[src/rtl/axi_master_arbiter.sv]
// AXI master arbiter: round-robin AW/AR grants, W-order FIFO and
// B/R steering from the master-index bits of the returned ID.
module axi_master_arbiter #(
    parameter int M_WIDTH  = 2,
    parameter int M_ID     = 2,
    parameter int WQ_DEPTH = 4
) (
    input  logic                      clk,
    input  logic                      rstn,
    input  logic [(1<<M_WIDTH)-1:0]   MASTER_WR_ADDR_VALID,
    input  logic [(1<<M_WIDTH)-1:0]   MASTER_RD_ADDR_VALID,
    input  logic                      BUS_WR_ADDR_VALID,
    input  logic                      BUS_WR_ADDR_READY,
    input  logic                      BUS_WR_DATA_VALID,
    input  logic                      BUS_WR_DATA_READY,
    input  logic                      BUS_WR_DATA_LAST,
    input  logic [M_ID+M_WIDTH-1:0]   BUS_WR_BACK_ID,
    input  logic                      BUS_RD_ADDR_VALID,
    input  logic                      BUS_RD_ADDR_READY,
    input  logic [M_ID+M_WIDTH-1:0]   BUS_RD_BACK_ID,
    output logic [M_WIDTH-1:0]        wr_addr_sel,
    output logic [M_WIDTH-1:0]        wr_data_sel,
    output logic [M_WIDTH-1:0]        wr_resp_sel,
    output logic [M_WIDTH-1:0]        rd_addr_sel,
    output logic [M_WIDTH-1:0]        rd_data_sel,
    output logic                      wr_data_gate,
    output logic                      wq_full
);

    localparam int N  = 1 << M_WIDTH;
    localparam int PW = $clog2(WQ_DEPTH);
    localparam int CW = PW + 1;

    typedef enum logic {AW_IDLE, AW_GRANT} aw_state_e;
    typedef enum logic {AR_IDLE, AR_GRANT} ar_state_e;

    // First requester scanning upward from last+1, wrapping modulo N
    function automatic logic [M_WIDTH-1:0] rr_pick(
        input logic [N-1:0]       req,
        input logic [M_WIDTH-1:0] last
    );
        logic [M_WIDTH-1:0] idx;
        logic               found;
        rr_pick = last;
        found   = 1'b0;
        for (int i = 1; i <= N; i++) begin
            idx = last + M_WIDTH'(i);
            if (!found && req[idx]) begin
                rr_pick = idx;
                found   = 1'b1;
            end
        end
    endfunction

    aw_state_e          aw_state_q, aw_state_d;
    ar_state_e          ar_state_q, ar_state_d;
    logic [M_WIDTH-1:0] wr_addr_sel_q, wr_addr_sel_d;
    logic [M_WIDTH-1:0] rd_addr_sel_q, rd_addr_sel_d;
    logic [M_WIDTH-1:0] aw_last_q, aw_last_d;
    logic [M_WIDTH-1:0] ar_last_q, ar_last_d;
    logic [M_WIDTH-1:0] wr_data_sel_q, wr_data_sel_d;
    logic [M_WIDTH-1:0] wq_mem_q [WQ_DEPTH];
    logic [PW-1:0]      wq_wptr_q, wq_wptr_d;
    logic [PW-1:0]      wq_rptr_q, wq_rptr_d;
    logic [CW-1:0]      wq_count_q, wq_count_d;
    logic [CW-1:0]      wq_remain;
    logic               wq_push;
    logic               wq_pop;

    always_comb begin
        aw_state_d    = aw_state_q;
        wr_addr_sel_d = wr_addr_sel_q;
        aw_last_d     = aw_last_q;
        wq_push       = 1'b0;
        unique case (aw_state_q)
            AW_IDLE: begin
                if (|MASTER_WR_ADDR_VALID && wq_count_q < CW'(WQ_DEPTH)) begin
                    aw_state_d    = AW_GRANT;
                    wr_addr_sel_d = rr_pick(MASTER_WR_ADDR_VALID, aw_last_q);
                end
            end
            AW_GRANT: begin
                if (BUS_WR_ADDR_VALID && BUS_WR_ADDR_READY) begin
                    aw_state_d = AW_IDLE;
                    aw_last_d  = wr_addr_sel_q;
                    wq_push    = 1'b1;
                end
            end
        endcase
    end

    always_comb begin
        ar_state_d    = ar_state_q;
        rd_addr_sel_d = rd_addr_sel_q;
        ar_last_d     = ar_last_q;
        unique case (ar_state_q)
            AR_IDLE: begin
                if (|MASTER_RD_ADDR_VALID) begin
                    ar_state_d    = AR_GRANT;
                    rd_addr_sel_d = rr_pick(MASTER_RD_ADDR_VALID, ar_last_q);
                end
            end
            AR_GRANT: begin
                if (BUS_RD_ADDR_VALID && BUS_RD_ADDR_READY) begin
                    ar_state_d = AR_IDLE;
                    ar_last_d  = rd_addr_sel_q;
                end
            end
        endcase
    end

    always_comb begin
        wq_pop     = BUS_WR_DATA_VALID && BUS_WR_DATA_READY &&
                     BUS_WR_DATA_LAST && !wr_data_gate;
        wq_wptr_d  = wq_wptr_q + PW'(wq_push);
        wq_rptr_d  = wq_rptr_q + PW'(wq_pop);
        wq_count_d = wq_count_q + CW'(wq_push) - CW'(wq_pop);
        wq_remain  = wq_count_q - CW'(wq_pop);
        wr_data_sel_d = wr_data_sel_q;
        // A push into an empty queue bypasses the memory so the head shows next cycle
        if (wq_remain != '0) begin
            wr_data_sel_d = wq_mem_q[wq_rptr_d];
        end else if (wq_push) begin
            wr_data_sel_d = wr_addr_sel_q;
        end
    end

    always_ff @(posedge clk or negedge rstn) begin
        if (!rstn) begin
            aw_state_q    <= AW_IDLE;
            ar_state_q    <= AR_IDLE;
            wr_addr_sel_q <= '0;
            rd_addr_sel_q <= '0;
            aw_last_q     <= '1;
            ar_last_q     <= '1;
            wr_data_sel_q <= '0;
            wq_wptr_q     <= '0;
            wq_rptr_q     <= '0;
            wq_count_q    <= '0;
            for (int i = 0; i < WQ_DEPTH; i++) begin
                wq_mem_q[i] <= '0;
            end
        end else begin
            aw_state_q    <= aw_state_d;
            ar_state_q    <= ar_state_d;
            wr_addr_sel_q <= wr_addr_sel_d;
            rd_addr_sel_q <= rd_addr_sel_d;
            aw_last_q     <= aw_last_d;
            ar_last_q     <= ar_last_d;
            wr_data_sel_q <= wr_data_sel_d;
            wq_wptr_q     <= wq_wptr_d;
            wq_rptr_q     <= wq_rptr_d;
            wq_count_q    <= wq_count_d;
            if (wq_push) begin
                wq_mem_q[wq_wptr_q] <= wr_addr_sel_q;
            end
        end
    end

    logic unused_id_bits;
    assign unused_id_bits = ^{BUS_WR_BACK_ID[M_ID-1:0], BUS_RD_BACK_ID[M_ID-1:0]};

    assign wr_addr_sel  = wr_addr_sel_q;
    assign rd_addr_sel  = rd_addr_sel_q;
    assign wr_data_sel  = wr_data_sel_q;
    assign wr_data_gate = (wq_count_q == '0);
    assign wq_full      = (wq_count_q == CW'(WQ_DEPTH));
    assign wr_resp_sel  = BUS_WR_BACK_ID[M_ID+M_WIDTH-1:M_ID];
    assign rd_data_sel  = BUS_RD_BACK_ID[M_ID+M_WIDTH-1:M_ID];

endmodule
[config.mk]
export PLATFORM = sky130hd
export DESIGN_NAME = axi_master_arbiter
export DESIGN_NICKNAME = d
export VERILOG_FILES = /design/src/rtl/axi_master_arbiter.sv
export SDC_FILE = /design/constraint.sdc
export NUM_CORES = 1
export LEC_CHECK = 0
export BUFFER_PORTS_ARGS = -buffer_cell sky130_fd_sc_hd__buf_4
export CORE_UTILIZATION = 45
export CTS_CLUSTER_SIZE = 8
export DETAILED_ROUTE_END_ITERATION = 10
export MAX_ROUTING_LAYER = met4
export PLACE_DENSITY = 0.72
export SLEW_MARGIN = 20
export SYNTH_ARGS = -nofsm -noshare
export SYNTH_HDL_FRONTEND = slang
export SYNTH_SLANG_ARGS = --single-unit
[constraint.sdc]
create_clock -name clk -period 2 [get_ports clk]
set_input_delay 0.5 -clock clk [delete_from_list [all_inputs] [get_ports clk]]
set_output_delay 0.5 -clock clk [all_outputs]
set_load 0.03 [all_outputs]
==> metrics.txt, run 1 <==
# TYPE chip_impl_metric gauge
chip_impl_info{name="cp-end-kind",value="flop"} 1
chip_impl_metric{name="powerDensity",unit="mW/mm2"} 1410
chip_impl_metric{name="dieArea",unit="mm2"} 0.00363
chip_impl_metric{name="met1_capacity_usage_during_global_routing",unit="%"} 24.1
chip_impl_metric{name="worstSkewPairLatency",unit="ps"} 310
chip_impl_info{name="gr-max-usage-layer",value="met2"} 1
chip_impl_metric{name="ys_seq_area_share",unit="%"} 44.6
chip_impl_metric{name="final_critical_path_setup_slack",unit="ps"} -67.4
chip_impl_info{name="worstSetupStartpointType",value="flop"} 1
chip_impl_metric{name="globalRouteMet2Util",unit="%"} 34.7
chip_impl_metric{name="max_cap_violations",unit=""} 0
chip_impl_metric{name="max_freq",unit="MHz"} 484
chip_impl_metric{name="async_reset_ff_share",unit="%"} 100
chip_impl_metric{name="timing.slew.headroom",unit="%"} 67.5
chip_impl_metric{name="initialDrtViolationCount",unit=""} 99
chip_impl_metric{name="drc_errors",unit=""} 0
chip_impl_metric{name="worst_slew_pin_slew",unit="ps"} 475
chip_impl_metric{name="cp_max_fo",unit=""} 3
chip_impl_metric{name="drive_above_1_share",unit="%"} 38.0
chip_impl_metric{name="crit_required",unit="ps"} 2230
chip_impl_metric{name="grtUsageTotal",unit="%"} 20.0
chip_impl_metric{name="place.port_buffers",unit=""} 24
chip_impl_metric{name="cts-buffers-inserted",unit=""} 3
chip_impl_metric{name="yosys_warnings",unit=""} 0
chip_impl_info{name="critical-path-top-delay-family",value="adder cells"} 1
chip_impl_metric{name="final-max-slew-violation-count",unit=""} 0
chip_impl_info{name="cp_cell_sequence",value="nor3_4 > nor2_4 > ha_4 > inv_2 > ha_4 > fa_2 > xnor2_2 > xnor2_1"} 1
chip_impl_metric{name="vias_in_the_first_global_route",unit=""} 1118
chip_impl_metric{name="die_width",unit="um"} 60.2
chip_impl_metric{name="globalRouteMet3Util",unit="%"} 2.60
chip_impl_info{name="synth_largest_area_cell",value="sky130_fd_sc_hd__dfrtp_1"} 1
chip_impl_info{name="clock_tree_from_tritoncts",value="done"} 1
chip_impl_metric{name="post-route-period-util",unit="%"} 103
chip_impl_metric{name="worst-path-buf-inv",unit=""} 1
chip_impl_metric{name="ios",unit=""} 37
chip_impl_info{name="setup_repair_after_global_routing_missed_its_margin",value="yes"} 1
chip_impl_metric{name="multi_input_logic_area",unit="um2"} 825
chip_impl_metric{name="power.ir.vdd_worst",unit="mV"} 0.671
chip_impl_metric{name="hpwl_after_dpl",unit="mm"} 2.41
chip_impl_info{name="yosys_most_used_dff",value="sky130_fd_sc_hd__dfrtp_1"} 1
chip_impl_metric{name="htreeDepth",unit=""} 1
chip_impl_metric{name="place_congestion",unit=""} 0.775
chip_impl_metric{name="syn2layout_area_growth",unit="%"} 20.5
chip_impl_metric{name="route.final.wire_length",unit="mm"} 3.11
chip_impl_metric{name="antenna_cells",unit=""} 0
chip_impl_metric{name="pin_count_of_the_biggest_net_entering_global_routing",unit=""} 28
chip_impl_metric{name="timing.clock.skew",unit="ps"} 11.8
chip_impl_metric{name="synth_nets",unit=""} 162
chip_impl_metric{name="grt_first_pass_wirelength",unit="mm"} 5.09
chip_impl_info{name="crit_top_cell",value="sky130_fd_sc_hd__ha_4"} 1
chip_impl_info{name="synth_area_leaders",value="sky130_fd_sc_hd__dfrtp_1, sky130_fd_sc_hd__dfstp_2, sky130_fd_sc_hd__mux2_1, sky130_fd_sc_hd__ha_1, sky130_fd_sc_hd__mux2_2"} 1
chip_impl_metric{name="wl_per_cell",unit="um"} 15.4
chip_impl_metric{name="grt_overflow_total",unit=""} 0
chip_impl_info{name="min-delay-path-class",value="in -> async"} 1
chip_impl_metric{name="finish.net_count",unit=""} 190
chip_impl_info{name="cts_root_buffer",value="sky130_fd_sc_hd__clkbuf_4"} 1
chip_impl_metric{name="worstPathArrival",unit="ps"} 2300
chip_impl_metric{name="synth_edf_count",unit=""} 0
chip_impl_info{name="worst_path_max_delay_cell",value="sky130_fd_sc_hd__dfrtp_1"} 1
chip_impl_metric{name="number_of_distinct_library_cell_variants_in_the_gate_level_netlist_after_synthesis",unit=""} 48
chip_impl_metric{name="vias_per_cell",unit=""} 5.41
chip_impl_metric{name="layout.core_utilization",unit="%"} 58.8
chip_impl_metric{name="yosys.area.top_type_share",unit="%"} 37.7
chip_impl_metric{name="core_area",unit="mm2"} 0.00313
chip_impl_metric{name="holdBufCountCts",unit=""} 0
chip_impl_metric{name="synth_cells",unit=""} 131
chip_impl_metric{name="hold_viol",unit=""} 0
chip_impl_info{name="failed_checks",value="negative setup slack"} 1
chip_impl_metric{name="ys_ff_latch",unit=""} 27
chip_impl_metric{name="rows",unit=""} 20
chip_impl_metric{name="drt-pass1-iter-count",unit=""} 4
chip_impl_metric{name="final_setup_violation_count",unit=""} 1
chip_impl_metric{name="power.leakage",unit="nW"} 0.828
chip_impl_metric{name="crit_path_max_incr_delay",unit="ps"} 440
chip_impl_metric{name="syn-mean-instance-area",unit="um2"} 11.7
chip_impl_metric{name="setup-tns-final",unit="ps"} -67.4
chip_impl_metric{name="post_synth_design_cell_area",unit="mm2"} 0.00153
chip_impl_metric{name="grt_antenna_before_repair",unit=""} 0
chip_impl_metric{name="detailroute.via_count",unit=""} 1093
chip_impl_metric{name="initial_core_utilization",unit="%"} 48.8
chip_impl_metric{name="die_height",unit="um"} 60.2
chip_impl_metric{name="num-fill-cells",unit=""} 261
chip_impl_metric{name="cts.clk_slew.worst_paths",unit="ps"} 140
chip_impl_metric{name="cts-root-to-sink-buffers",unit=""} 2
chip_impl_info{name="status",value="finished with violations"} 1
chip_impl_metric{name="tritoncts_num_sinks",unit=""} 27
chip_impl_info{name="timing_worst_setup_path_type",value="reg -> reg"} 1
chip_impl_metric{name="route.antenna.remaining_nets",unit=""} 0
chip_impl_metric{name="layout_min_cycle_time",unit="ps"} 2070
chip_impl_metric{name="area.sequential",unit="um2"} 681
[layer usage]
layer / vias up / share of wire [%] / routed length, um
met5: - / 0 / 0
met4: 0 / 0.68 / 21
met3: 4 / 3.1 / 96
met2: 16 / 58 / 1800
met1: 548 / 38 / 1200
li1: 525 / - / -
[placed cells by master, fill, tap and decap left out, types with 2 or more instances in the layout]
master and count:
sky130_fd_sc_hd__mux2_2 4, sky130_fd_sc_hd__nand3_1 3, sky130_fd_sc_hd__a22oi_1 2, sky130_fd_sc_hd__nor2_1 4, sky130_fd_sc_hd__ha_1 3, sky130_fd_sc_hd__xnor2_1 2, sky130_fd_sc_hd__o221ai_1 3, sky130_fd_sc_hd__clkbuf_4 3
sky130_fd_sc_hd__nand3b_1 4, sky130_fd_sc_hd__nand2b_1 3, sky130_fd_sc_hd__dfrtp_1 23, sky130_fd_sc_hd__and2b_2 2, sky130_fd_sc_hd__buf_4 28, sky130_fd_sc_hd__inv_2 2, sky130_fd_sc_hd__inv_1 9, sky130_fd_sc_hd__o21ai_0 5
sky130_fd_sc_hd__mux4_2 2, sky130_fd_sc_hd__dfstp_2 4, sky130_fd_sc_hd__nand2_1 6, sky130_fd_sc_hd__mux2i_1 3, sky130_fd_sc_hd__nor2_4 2, sky130_fd_sc_hd__ha_4 2, sky130_fd_sc_hd__mux2_1 9
[flip-flops by register name, summed over array words and instances, names as in the netlist]
| signal | count |
|---|---|
| wq_count_q | 3 |
| rd_addr_sel | 2 |
| wq_mem_q | 8 |
| wq_rptr_q | 2 |
| aw_state_q | 1 |
| aw_last_q | 2 |
| wq_wptr_q | 2 |
| wr_addr_sel | 2 |
| ar_last_q | 2 |
| ar_state_q | 1 |
| wr_data_sel | 2 |
[area by class of cell]
| cell class | instances | share of cell area [%] |
|---|---|---|
| repair buffers | 28 | 11.4 |
| inverters | 11 | 2.24 |
| clock inverters | 1 | 0.272 |
| multi-input cells | 88 | 44.8 |
| flip-flops and latches | 27 | 37.0 |
| well taps | 44 | 2.99 |
| clock buffers | 3 | 1.22 |
[power breakdown]
| group | switching [mW] | total, mW | internal (mW) |
|---|---|---|---|
| combinational | 0.605 | 1.24 | 0.634 |
| clock | 0.149 | 0.224 | 0.0746 |
| sequential | 0.288 | 1.13 | 0.843 |
| total | 1.04 | 2.59 | 1.55 |
[metrics by stage]
stage / worst slack, ps / cells / area (um2) / total power [mW] / hold slack, ps
2_1_floorplan: -53.3 / 131 / 1540 / 1.92 / 204
3_3_place_gp: 41.2 / 196 / 1750 / 2.19 / 428
6_report: -67.4 / 202 / 1840 / 2.59 / 69.1
4_1_cts: 18.4 / 201 / 1790 / 2.54 / 57.7
3_5_place_dp: -35.9 / 196 / 1750 / 2.29 / 427
5_1_grt: -123 / 202 / 1840 / 2.78 / 57.7
[worst paths after layout]
check	startpoint	endpoint	slack, ps	cells past startpoint
worst max register to register	wq_count_q[2]$_DFF_PN0_	wq_count_q[2]$_DFF_PN0_	-70	8
worst min register to register	wq_mem_q[5]$_DFFE_PN0P_	wq_mem_q[5]$_DFFE_PN0P_	500	1
min in group clk	BUS_WR_ADDR_READY	aw_state_q$_DFF_PN0_	490	3
worst min-delay path	rstn	wq_mem_q[1]$_DFFE_PN0P_	70	1
max in group asynchronous	rstn	ar_last_q[1]$_DFFE_PN1P_	1630	1
worst max-delay path	wq_count_q[2]$_DFF_PN0_	wq_count_q[2]$_DFF_PN0_	-70	8
[worst reg2reg max path, delay by kind of cell, from the launching register on]
kind | cells | cell delay, ps
simple gates | 2 | 340
xor+xnor | 2 | 380
flops | 1 | 440
fa+ha+maj | 3 | 780
buf+inv | 1 | 40
[synth_stat cells, types with 2 or more instances]
cell / count
sky130_fd_sc_hd__dfrtp_1: 23
sky130_fd_sc_hd__inv_1: 10
sky130_fd_sc_hd__mux2_1: 9
sky130_fd_sc_hd__nand2_1: 6
sky130_fd_sc_hd__ha_1: 5
sky130_fd_sc_hd__nor2_1: 5
sky130_fd_sc_hd__o21ai_0: 5
sky130_fd_sc_hd__buf_4: 4
sky130_fd_sc_hd__dfstp_2: 4
sky130_fd_sc_hd__mux2_2: 4
sky130_fd_sc_hd__nand3b_1: 4
sky130_fd_sc_hd__mux2i_1: 3
sky130_fd_sc_hd__nand2b_1: 3
sky130_fd_sc_hd__nand3_1: 3
sky130_fd_sc_hd__o221ai_1: 3
sky130_fd_sc_hd__xnor2_1: 3
sky130_fd_sc_hd__a22oi_1: 2
sky130_fd_sc_hd__and2b_2: 2
sky130_fd_sc_hd__mux4_2: 2
sky130_fd_sc_hd__nor3_1: 2
sky130_fd_sc_hd__xor2_1: 2
[logic make-up after synthesis]
kind of cell	after synthesis	synth area share (%)
simple gates	36	15.5
flops	27	44.6
compound gates	23	11.7
mux	18	14.5
buf+inv	16	5.41
fa+ha+maj	6	5.41
xor+xnor	5	2.87
[repair_timing]
item | in CTS | in global routing
pin swaps | 0 | 7
setup buffers | 1 | 1
endpoints found under the setup margin | 1 | 1
gates resized for setup | 0 | 7
Power figures use the tool's default switching activity.
==> run 2, diff against run 1 <==
Settings changed: ABC_AREA set to 1, PLACE_DENSITY 0.72 to 0.68.
==> metrics.txt, run 2 <==
# TYPE chip_impl_metric gauge
chip_impl_info{name="status",value="finished clean"} 1
chip_impl_metric{name="ios",unit=""} 37
chip_impl_metric{name="p_sw_share",unit="%"} 47.6
chip_impl_info{name="yosys.cell_count.top_type",value="sky130_fd_sc_hd__nand2_1"} 1
chip_impl_metric{name="num-fill-cells",unit=""} 347
chip_impl_metric{name="pwr-share-seq",unit="%"} 33.2
chip_impl_metric{name="synth_cells",unit=""} 220
chip_impl_metric{name="htreeDepth",unit=""} 1
chip_impl_metric{name="crit_required",unit="ps"} 2160
chip_impl_metric{name="cp_max_fo",unit=""} 2
chip_impl_metric{name="detailroute.via_count",unit=""} 1450
chip_impl_metric{name="largest_register_ff_count",unit=""} 8
chip_impl_metric{name="number_of_distinct_library_cell_variants_in_the_gate_level_netlist_after_synthesis",unit=""} 30
chip_impl_metric{name="core_area",unit="mm2"} 0.00366
chip_impl_metric{name="cts-buffers-inserted",unit=""} 3
chip_impl_info{name="yosys_most_used_dff",value="sky130_fd_sc_hd__dfrtp_1"} 1
chip_impl_metric{name="yosys_warnings",unit=""} 0
chip_impl_info{name="synth_top_cells_by_count",value="sky130_fd_sc_hd__nand2_1, sky130_fd_sc_hd__dfrtp_1, sky130_fd_sc_hd__inv_1, sky130_fd_sc_hd__nand3_1, sky130_fd_sc_hd__nand2_2"} 1
chip_impl_metric{name="fraction_of_power_consumed_by_the_clock_network",unit="%"} 8.8
chip_impl_metric{name="drive_above_1_share",unit="%"} 30.6
chip_impl_metric{name="power.ir.vdd_worst",unit="mV"} 0.888
chip_impl_metric{name="synth_edf_count",unit=""} 0
chip_impl_metric{name="vias_per_cell",unit=""} 4.90
chip_impl_metric{name="timing.slew.headroom",unit="%"} 77.3
chip_impl_metric{name="syn2layout_area_growth",unit="%"} 18.7
chip_impl_metric{name="synth_nets",unit=""} 251
chip_impl_info{name="timing_worst_setup_path_type",value="reg -> reg"} 1
chip_impl_metric{name="cts.clk_slew.worst_paths",unit="ps"} 90
chip_impl_info{name="largestRegisters",value="wq_mem_q: 8 flops, wq_count_q: 3 flops"} 1
chip_impl_metric{name="syn-mean-instance-area",unit="um2"} 7.76
chip_impl_metric{name="async_reset_ff_share",unit="%"} 100
chip_impl_metric{name="hold_ws",unit="ps"} 125
chip_impl_info{name="layout.cells.most_common",value="sky130_fd_sc_hd__nand2_1"} 1
chip_impl_metric{name="hold_viol",unit=""} 0
chip_impl_info{name="regToRegEndpoint",value="wq_count_q[2]$_DFF_PN0_"} 1
chip_impl_metric{name="place.port_buffers",unit=""} 24
chip_impl_info{name="layout.cells.most_common_list",value="sky130_fd_sc_hd__nand2_1, sky130_fd_sc_hd__buf_4, sky130_fd_sc_hd__dfrtp_1"} 1
chip_impl_metric{name="pin_count_of_the_biggest_net_entering_global_routing",unit=""} 28
chip_impl_metric{name="tritoncts_num_sinks",unit=""} 27
chip_impl_info{name="top_register",value="wq_mem_q"} 1
chip_impl_metric{name="ys_seq_area_share",unit="%"} 39.9
chip_impl_metric{name="yosys.area.top_type_share",unit="%"} 33.7
chip_impl_info{name="cts_root_buffer",value="sky130_fd_sc_hd__clkbuf_8"} 1
chip_impl_metric{name="holdBufCountCts",unit=""} 0
chip_impl_metric{name="grt_first_pass_wirelength",unit="mm"} 5.59
chip_impl_metric{name="crit_path_max_incr_delay",unit="ps"} 410
chip_impl_metric{name="dpl-instance-area",unit="mm2"} 0.00195
chip_impl_info{name="synth_largest_area_cell",value="sky130_fd_sc_hd__dfrtp_1"} 1
chip_impl_metric{name="ys_ff_latch",unit=""} 27
chip_impl_metric{name="pre_cts_ws",unit="ps"} -44.9
chip_impl_info{name="worst_setup_path_endpoint",value="wq_count_q[2]$_DFF_PN0_"} 1
chip_impl_metric{name="wl_per_cell",unit="um"} 10.6
chip_impl_metric{name="antenna_cells",unit=""} 0
chip_impl_metric{name="route.final.wire_length",unit="mm"} 3.14
chip_impl_metric{name="initial_core_utilization",unit="%"} 46.7
chip_impl_info{name="clock_tree_from_tritoncts",value="done"} 1
chip_impl_metric{name="grt_antenna_before_repair",unit=""} 0
chip_impl_info{name="setup_repair_after_global_routing_missed_its_margin",value="yes"} 1
chip_impl_info{name="cp-end-kind",value="flop"} 1
chip_impl_metric{name="dieArea",unit="mm2"} 0.00405
chip_impl_metric{name="grt_overflow_total",unit=""} 0
chip_impl_metric{name="die_height",unit="um"} 63.6
chip_impl_metric{name="worstSkewPairLatency",unit="ps"} 270
chip_impl_info{name="cp_cell_sequence",value="nor3_4 > nor2_2 > ha_1 > inv_1 > ha_2 > fa_2 > xnor2_2 > xor2_1"} 1
chip_impl_metric{name="post_synth_design_cell_area",unit="mm2"} 0.00171
chip_impl_metric{name="hpwl_after_dpl",unit="mm"} 2.49
chip_impl_metric{name="power.net_switching",unit="mW"} 1.61
chip_impl_metric{name="max_cap_violations",unit=""} 0
chip_impl_metric{name="drc_errors",unit=""} 0
chip_impl_metric{name="worstPathArrival",unit="ps"} 2090
chip_impl_metric{name="power.leakage",unit="nW"} 1.02
chip_impl_metric{name="post-route-period-util",unit="%"} 96.7
chip_impl_metric{name="layout_min_cycle_time",unit="ps"} 1930
chip_impl_metric{name="grtUsageTotal",unit="%"} 17.9
chip_impl_metric{name="reg2reg_slack",unit="ps"} 70
chip_impl_metric{name="final-max-slew-violation-count",unit=""} 0
chip_impl_metric{name="drt-pass1-iter-count",unit=""} 4
chip_impl_info{name="synth_area_leaders",value="sky130_fd_sc_hd__dfrtp_1, sky130_fd_sc_hd__nand2_1, sky130_fd_sc_hd__dfstp_2, sky130_fd_sc_hd__nand2_2, sky130_fd_sc_hd__nand3_1"} 1
chip_impl_info{name="min-delay-path-class",value="in -> async"} 1
chip_impl_metric{name="power.total",unit="mW"} 3.39
chip_impl_metric{name="setup-tns-final",unit="ps"} 0
chip_impl_metric{name="max_freq",unit="MHz"} 517
chip_impl_metric{name="internal_power",unit="mW"} 1.78
chip_impl_metric{name="die_width",unit="um"} 63.6
chip_impl_metric{name="r2r_cells",unit=""} 8
chip_impl_metric{name="comb_power_share",unit="%"} 58.0
chip_impl_metric{name="final_critical_path_setup_slack",unit="ps"} 66.8
chip_impl_info{name="r2r-start",value="wq_count_q[2]$_DFF_PN0_"} 1
chip_impl_metric{name="finish.net_count",unit=""} 280
chip_impl_metric{name="powerDensity",unit="mW/mm2"} 1670
chip_impl_metric{name="final_setup_violation_count",unit=""} 0
chip_impl_metric{name="rows",unit=""} 22
chip_impl_metric{name="cts-root-to-sink-buffers",unit=""} 2
chip_impl_metric{name="vias_in_the_first_global_route",unit=""} 1341
chip_impl_metric{name="worst_slew_pin_slew",unit="ps"} 338
chip_impl_info{name="worstSetupStartpointType",value="flop"} 1
chip_impl_info{name="cp_launch_point",value="wq_count_q[2]$_DFF_PN0_"} 1
chip_impl_metric{name="place_congestion",unit=""} 0.809
chip_impl_metric{name="initialDrtViolationCount",unit=""} 109
chip_impl_info{name="worst_path_max_delay_cell",value="sky130_fd_sc_hd__dfrtp_1"} 1
chip_impl_metric{name="route.antenna.remaining_nets",unit=""} 0
chip_impl_metric{name="timing.clock.skew",unit="ps"} 2.30
chip_impl_metric{name="finish.instance_area",unit="mm2"} 0.00203
## run 2: through the flow
step           cells  utilization [%]
2_1_floorplan    220                -
3_3_place_gp     291             53.3
3_5_place_dp     291             53.3
4_1_cts          295             54.6
5_1_grt          296             55.4
6_report         296             55.4
## run 2: timing repair
action                     4_1_cts  5_1_grt
hold endpoints to repair         0        0
setup endpoints to repair        0        3
buffers inserted                 0        1
gates resized for setup          0        4
## run 2: metal layers
metal	global-route usage (%)	part of all wire [%]	routed length, um
met1	23.1	48	1500
met2	28.9	49	1540
met3	2.17	2.1	65
met4	6.25	1.1	33
met5	-	0	0
## run 2: critical path: cells and delay by family, from the launching register on
| family | cells | cell delay [ps] |
|---|---|---|
| xor gates and xnor gates | 2 | 280 |
| adders and majority gates | 3 | 810 |
| DFF | 1 | 410 |
| buffers and inverters | 1 | 40 |
| and+or+nand+nor | 2 | 290 |
## run 2: power by group through the flow
stage | registers, mW | clock network [mW] | logic, mW
6_report | 1.13 | 0.298 | 1.97
5_1_grt | 1.17 | 0.339 | 2.23
4_1_cts | 1.12 | 0.316 | 1.93
3_5_place_dp | 1.13 | 0 | 1.92
3_3_place_gp | 1.13 | 0 | 1.90
2_1_floorplan | 1.17 | 0 | 1.42
## run 2: how the worst min path moves through the flow
stage	depth (start not counted)	start	to	slack [ps]
floorplan	0	rstn	ar_state_q$_DFF_PN0_	200
global placement	1	rstn	ar_state_q$_DFF_PN0_	440
detailed placement	1	rstn	wq_mem_q[1]$_DFFE_PN0P_	430
CTS	1	rstn	wq_mem_q[3]$_DFFE_PN0P_	130
global route	1	rstn	wq_wptr_q[0]$_DFF_PN0_	140
finish	1	rstn	wq_mem_q[1]$_DFFE_PN0P_	120
## run 2: cells by family after synthesis
logic type / Yosys count / share of synthesized area (%)
simple gates: 119 / 33.2
buf+inv: 33 / 9.60
compound gates: 29 / 9.45
flops: 27 / 39.9
xor+xnor: 6 / 3.08
fa+ha+maj: 6 / 4.84
## run 2: area by class of cell
| type | instances | area [um2] | share of cell area, % |
|---|---|---|---|
| timing repair buffer | 31 | 233 | 11.5 |
| clock buffer | 3 | 41.3 | 2.04 |
| clock inverter | 1 | 5.00 | 0.247 |
| multi-input combinational | 160 | 900 | 44.4 |
| sequential | 27 | 681 | 33.6 |
| tap | 48 | 60.1 | 2.96 |
| inverter | 26 | 108 | 5.31 |
